<file path="src/rtl/spi_pkg.sv">
// -----------------------------------------------------------------------------
// spi_pkg
// Shared definitions for the SPI master transfer engine:
//   - spi_state_e : transfer FSM states
//   - SPI_DATA_W  : default bits per transfer
//   - SPI_DIV_W   : default width of the SCK half-period divider
//   - spi_edge_w  : width of the SCK edge counter, log2(2*DATA_W)+1
// -----------------------------------------------------------------------------
package spi_pkg;

    typedef enum logic [1:0] {
        IDLE  = 2'd0,
        SETUP = 2'd1,
        SHIFT = 2'd2,
        HOLD  = 2'd3
    } spi_state_e;

    localparam int SPI_DATA_W = 8;
    localparam int SPI_DIV_W  = 8;

    // The edge counter must be able to hold the value 2*DATA_W itself.
    function automatic int spi_edge_w(input int data_w);
        return $clog2(2 * data_w) + 1;
    endfunction

    localparam int SPI_EDGE_W = spi_edge_w(SPI_DATA_W);

endpackage

</file>
<file path="src/rtl/spi_baud_tick.sv">
// -----------------------------------------------------------------------------
// spi_baud_tick
// Half-period timer for the SPI master. A down-counter that produces a
// one-cycle tick every (div+1) clk cycles while enabled.
// Ports:
//   clk, rst : clock and asynchronous active-high reset
//   en       : count enable; counter clears while low
//   load     : force-load div (start of a transfer)
//   div      : half-period minus one
//   tick     : one-cycle pulse at the end of each half-period
// -----------------------------------------------------------------------------
module spi_baud_tick #(
    parameter int DIV_W = 8
) (
    input  logic             clk,
    input  logic             rst,
    input  logic             en,
    input  logic             load,
    input  logic [DIV_W-1:0] div,
    output logic             tick
);

    logic [DIV_W-1:0] cnt_reg;

    assign tick = en & (cnt_reg == '0);

    always_ff @(posedge clk or posedge rst) begin
        if (rst) begin
            cnt_reg <= '0;
        end else if (load) begin
            cnt_reg <= div;
        end else if (!en) begin
            cnt_reg <= '0;
        end else if (tick) begin
            cnt_reg <= div;
        end else begin
            cnt_reg <= cnt_reg - 1'b1;
        end
    end

endmodule

</file>
<file path="src/rtl/spi_master_shifter.sv">
// -----------------------------------------------------------------------------
// spi_master_shifter
// Master-mode SPI transfer engine. Accepts one word per transfer on a
// valid/ready handshake, drives SCK/MOSI/SS_n and returns the word sampled
// on MISO with a one-cycle rx_valid pulse.
// Ports:
//   clk, rst              : clock, asynchronous active-high reset
//   spe, mstr             : enable / master select (both needed to run)
//   cpol, cpha, lsbfe     : SPI mode and bit order
//   clk_div               : SCK half-period is clk_div+1 clk cycles
//   tx_data/valid/ready   : transmit word handshake
//   rx_data/rx_valid      : received word and its update strobe
//   busy                  : transfer in progress
//   sck, mosi, miso, ss_n : SPI pins
// -----------------------------------------------------------------------------
module spi_master_shifter
    import spi_pkg::*;
#(
    parameter int DATA_W = SPI_DATA_W,
    parameter int DIV_W  = SPI_DIV_W
) (
    input  logic              clk,
    input  logic              rst,
    input  logic              spe,
    input  logic              mstr,
    input  logic              cpol,
    input  logic              cpha,
    input  logic              lsbfe,
    input  logic [DIV_W-1:0]  clk_div,
    input  logic [DATA_W-1:0] tx_data,
    input  logic              tx_valid,
    output logic              tx_ready,
    output logic [DATA_W-1:0] rx_data,
    output logic              rx_valid,
    output logic              busy,
    output logic              sck,
    output logic              mosi,
    input  logic              miso,
    output logic              ss_n
);

    localparam int EDGE_W = spi_edge_w(DATA_W);
    localparam logic [EDGE_W-1:0] LAST_EDGE = EDGE_W'(2 * DATA_W);

    spi_state_e state_reg, state_next;

    logic              cpol_s, cpha_s, lsbfe_s;
    logic [DIV_W-1:0]  div_s;
    logic [EDGE_W-1:0] edge_reg, edge_next;
    logic [DATA_W-1:0] tx_sh, rx_sh;
    logic              run, accept, tick, toggle, sample, drive, finish;
    logic [DIV_W-1:0]  div_sel;

    assign run      = spe & mstr;
    assign tx_ready = (state_reg == IDLE) & run;
    assign accept   = tx_ready & tx_valid;
    assign busy     = (state_reg != IDLE);

    // The live divider is only looked at for the load at acceptance; after
    // that the timer runs purely from the snapshot.
    assign div_sel = (state_reg == IDLE) ? clk_div : div_s;

    spi_baud_tick #(.DIV_W(DIV_W)) u_baud (
        .clk  (clk),
        .rst  (rst),
        .en   (busy),
        .load (accept),
        .div  (div_sel),
        .tick (tick)
    );

    // Next state plus per-cycle strobes for the datapath.
    always_comb begin
        state_next = state_reg;
        toggle     = 1'b0;
        finish     = 1'b0;
        edge_next  = edge_reg;
        sample     = 1'b0;
        drive      = 1'b0;
        case (state_reg)
            IDLE: begin
                if (accept) state_next = SETUP;
            end
            SETUP, SHIFT: begin
                if (!run) begin
                    state_next = IDLE;
                end else if (tick) begin
                    // The tick that ends SETUP is already the first SCK edge.
                    toggle    = 1'b1;
                    edge_next = (state_reg == SETUP) ? EDGE_W'(1) : edge_reg + 1'b1;
                    // edge_next[0]=1 marks a leading edge.
                    sample    = cpha_s ? ~edge_next[0] : edge_next[0];
                    drive     = cpha_s ? edge_next[0]
                                       : (~edge_next[0] & (edge_next != LAST_EDGE));
                    if (edge_next == LAST_EDGE) state_next = HOLD;
                    else                        state_next = SHIFT;
                end
            end
            HOLD: begin
                if (!run) begin
                    state_next = IDLE;
                end else if (tick) begin
                    finish     = 1'b1;
                    state_next = IDLE;
                end
            end
            default: state_next = IDLE;
        endcase
    end

    always_ff @(posedge clk or posedge rst) begin
        if (rst) begin
            state_reg <= IDLE;
        end else begin
            state_reg <= state_next;
        end
    end

    always_ff @(posedge clk or posedge rst) begin
        if (rst) begin
            sck      <= 1'b0;
            mosi     <= 1'b0;
            ss_n     <= 1'b1;
            rx_data  <= '0;
            rx_valid <= 1'b0;
            cpol_s   <= 1'b0;
            cpha_s   <= 1'b0;
            lsbfe_s  <= 1'b0;
            div_s    <= '0;
            edge_reg <= '0;
            tx_sh    <= '0;
            rx_sh    <= '0;
        end else begin
            rx_valid <= 1'b0;
            if (state_reg == IDLE) begin
                sck  <= cpol;
                ss_n <= 1'b1;
                mosi <= 1'b0;
                if (accept) begin
                    cpol_s   <= cpol;
                    cpha_s   <= cpha;
                    lsbfe_s  <= lsbfe;
                    div_s    <= clk_div;
                    edge_reg <= '0;
                    rx_sh    <= '0;
                    ss_n     <= 1'b0;
                    if (!cpha) begin
                        // First bit goes out with SS_n; keep the remainder.
                        mosi  <= lsbfe ? tx_data[0] : tx_data[DATA_W-1];
                        tx_sh <= lsbfe ? {1'b0, tx_data[DATA_W-1:1]}
                                       : {tx_data[DATA_W-2:0], 1'b0};
                    end else begin
                        tx_sh <= tx_data;
                    end
                end
            end else if (!run) begin
                sck  <= cpol;
                ss_n <= 1'b1;
                mosi <= 1'b0;
            end else begin
                if (toggle) begin
                    sck      <= ~sck;
                    edge_reg <= edge_next;
                end
                if (sample) begin
                    rx_sh <= lsbfe_s ? {miso, rx_sh[DATA_W-1:1]}
                                     : {rx_sh[DATA_W-2:0], miso};
                end
                if (drive) begin
                    mosi  <= lsbfe_s ? tx_sh[0] : tx_sh[DATA_W-1];
                    tx_sh <= lsbfe_s ? {1'b0, tx_sh[DATA_W-1:1]}
                                     : {tx_sh[DATA_W-2:0], 1'b0};
                end
                if (finish) begin
                    rx_data  <= rx_sh;
                    rx_valid <= 1'b1;
                    ss_n     <= 1'b1;
                    mosi     <= 1'b0;
                end
            end
        end
    end

endmodule

</file>
<file path="config.mk">
export PLATFORM = sky130hd
export DESIGN_NAME = spi_master_shifter
export DESIGN_NICKNAME = d
export VERILOG_FILES = /design/src/rtl/spi_pkg.sv /design/src/rtl/spi_baud_tick.sv /design/src/rtl/spi_master_shifter.sv
export SDC_FILE = /design/constraint.sdc
export NUM_CORES = 1
export LEC_CHECK = 0
export CAP_MARGIN = 10
export CELL_PAD_IN_SITES_DETAIL_PLACEMENT = 0
export CELL_PAD_IN_SITES_GLOBAL_PLACEMENT = 1
export CORE_MARGIN = 2
export CORE_UTILIZATION = 40
export CTS_BUF_LIST = sky130_fd_sc_hd__clkbuf_4 sky130_fd_sc_hd__clkbuf_8
export CTS_CLUSTER_SIZE = 8
export DETAILED_ROUTE_END_ITERATION = 12
export PLACE_DENSITY = 0.88
export REMOVE_ABC_BUFFERS = 1
export SYNTH_ARGS = -nofsm -noshare
export SYNTH_HDL_FRONTEND = slang
export SYNTH_SLANG_ARGS = --single-unit
</file>
<file path="constraint.sdc">
create_clock -name clk -period 2.2 [get_ports clk]
set_input_delay 0.33 -clock clk [delete_from_list [all_inputs] [get_ports clk]]
set_output_delay 0.33 -clock clk [all_outputs]
set_load 0.05 [all_outputs]
</file>
==> flow_summary.ini <==
[global_routing]
overflow = 0
grt_max_degree = 54
grt_pass1_wl_um = 10700
grt_pass1_vias = 2293
grt_usage = 0.174
antenna_found_initial = 0

[routing]
wl_per_cell_um = 13.7
drtIter0Drc = 63
drtPass1Iterations = 4
ant_nets = 0
vias_per_cell = 5.15
route.detailed.drc = 0
vias = 2339
routed_wl_um = 6230

[final_layout]
sequential_cell_area_mm2 = 0.00133
nFillCells = 625
nets = 387
utilization = 0.538
syn2layout_area_growth_pct = 28.2
multi_input_area_mm2 = 0.00148
post_route_cells_drive_above_1_share = 0.212
diodes = 0

[power_and_ir_drop]
p_leak_nw = 1.67
powerDensity_mw_per_mm2 = 1140
finalPower_mw = 4.22
ir_worst_vdd_mv = 0.716

[yosys]
yosysSeqAreaShare = 0.461
synth_ff_type = dfrtp_1
synth_most_common_cell = nand2_1
synth.distinct_cells = 42
synth_cells = 297
netlist_top_cells_area = dfrtp_1 45%, mux2i_1 8.0%, mux2_2 7.8%
ys_seq_elements = 53
synth_top_area_share = 0.451
synth_top_area_cell = dfrtp_1
avgSynthCellArea_um2 = 9.71
synth_commonest_cells = 53 x nand2_1, 52 x dfrtp_1, 34 x o21ai_0, 23 x mux2i_1, 20 x mux2_2
synth_edf_count = 0
synth_warnings = 0
async_flop_share = 1.00
syn_area_mm2 = 0.00288

[setup_path]
worst-path-buf-inv = 2
required_ps = 2410
crit_fanout = 8
path_class = flop to flop
regToRegStartpoint = edge_reg[0]$_DFFE_PP0P_
crit_start = edge_reg[0]$_DFFE_PP0P_
end_kind = flop
cp_slowest_cell = or4_4
critPathMaxStageDelay_ps = 520
cp_cell_sequence = ha_2 -> nor2b_1 -> or4_4 -> nor3_2 -> buf_4 -> o31ai_4 -> buf_12 -> mux2_2
worstSetupStartpointType = flop
cpLargestDelayFamily = simple AND/OR/NAND/NOR gates
cp.arrival_ps = 2320

[placement]
io_buffers = 38
dpl.hpwl_um = 4530
pre_cts_slack_ps = 27.1
finalWeightedCongestion = 0.781

[floorplanning]
ios = 39
core_area_mm2 = 0.00687
start_util = 0.420
rows = 30
die_x_um = 88.9
dieArea_mm2 = 0.00790
fp.dieH_um = 88.9

[sta]
whs_ps = 359
layout_min_cycle_time_ps = 2120
finalHoldViolCount = 0
fin_crit_sh = 0.963
rsz0062_at_grt = false
fmax_ghz = 0.472
slew_viol_final = 0
worst_pin_slew_ps = 540
skew_ps = 8.13
fin_ws_ps = 82.1
setup_viol = 0
relSlewSlack = 0.639

[outcome]
status = finished clean

[clock_network]
numCtsBuffers = 5
clk_pin_slew_worst_paths_ps = 90
cts_htree_levels = 2
cts_buffer_depth = 2
cts.sinks = 53
cts_tree = built
ctsHoldBuffers = 0
clkLatencyLatePin_ps = 320
clockRootBuffer = clkbuf_8

[flow_run]
maxCapViolCount = 0

[hold_path]
hold_class = input pin to asynchronous set/reset pin
logic make-up after synthesis:
| kind of cell | share of synthesized area |
|---|---|
| xor+xnor | 0.0152 |
| fa+ha+maj | 0.0217 |
| mux | 0.158 |
| buf+inv | 0.0339 |
| flops | 0.461 |
| simple gates | 0.161 |
| compound gates | 0.149 |
tightest hold or removal path, delay by kind of cell:
family / cells / cell delay, ps
buf+inv: 3 / 740
routing by layer:
metal  share of wire  wire length (µm)  up-vias  GRT usage
li1                -                 -     1165          -
met1            0.46              2850     1133      0.221
met2            0.49              3060       34      0.303
met3           0.041               254        7     0.0323
met4          0.0095                59        0     0.0537
met5               0                 0        -          0
per-stage QoR:
stage	instances	area (µm²)	TNS, ps
2_1_floorplan	283	2830	-5930
3_3_place_gp	444	3560	0
3_5_place_dp	444	3560	0
4_1_cts	452	3660	0
5_1_grt	454	3690	0
6_report	454	3690	0
cell usage in the layout, fill, tap and decap left out, types with 2 or more instances in the layout:
master           netlist  final
buf_12                 0      3
nor3_1                 4      4
nand3_1                5      5
ha_1                   5      3
clkinvlp_4             0      2
clkbuf_8               0      5
o21ai_0               34     34
mux2i_1               23     23
o31ai_1                2      2
ha_2                   0      2
inv_1                 11     10
o41ai_1                8      8
buf_4                  1     28
a31o_2                 2      2
xor2_1                 3      2
a21oi_1               10     10
nand2b_1               3      3
nor2_1                19     18
xnor2_1                2      2
clkdlybuf4s50_1        0     36
dfrtp_1               52     52
mux2_2                20     20
nor2b_1                5      5
nand2_1               53     53
report_power, final:
part / switching, mW / internal [mW]
logic: 1.08 / 0.954
clock network: 0.332 / 0.237
registers: 0.302 / 1.31
total: 1.72 / 2.50
final timing paths:
kind | end | slack, ps | depth (start not counted)
max | tx_sh[6]$_DFFE_PP0P_ | 80 | 8
min | rx_data[1]$_DFFE_PP0P_ | 360 | 3
max reg2reg | tx_sh[6]$_DFFE_PP0P_ | 80 | 8
min reg2reg | div_s[4]$_DFFE_PP0P_ | 480 | 2
max in group asynchronous | ss_n$_DFFE_PP1P_ | 1550 | 3
min in group clk | div_s[4]$_DFFE_PP0P_ | 480 | 2
repair_timing:
item / CTS / global route
setup endpoints to repair: 1 / 15
pin swaps: 0 / 1
resized for setup: 1 / 5
buffers inserted: 0 / 2
area by class of cell:
class | count | share of cell area
multi-input cells | 219 | 0.402
flip-flops and latches | 53 | 0.359
repair buffers | 67 | 0.171
well taps | 96 | 0.0325
clock buffers | 6 | 0.0207
inverters | 11 | 0.0112
clock inverters | 2 | 0.00406
No activity file was read; power rests on OpenSTA's default activity.
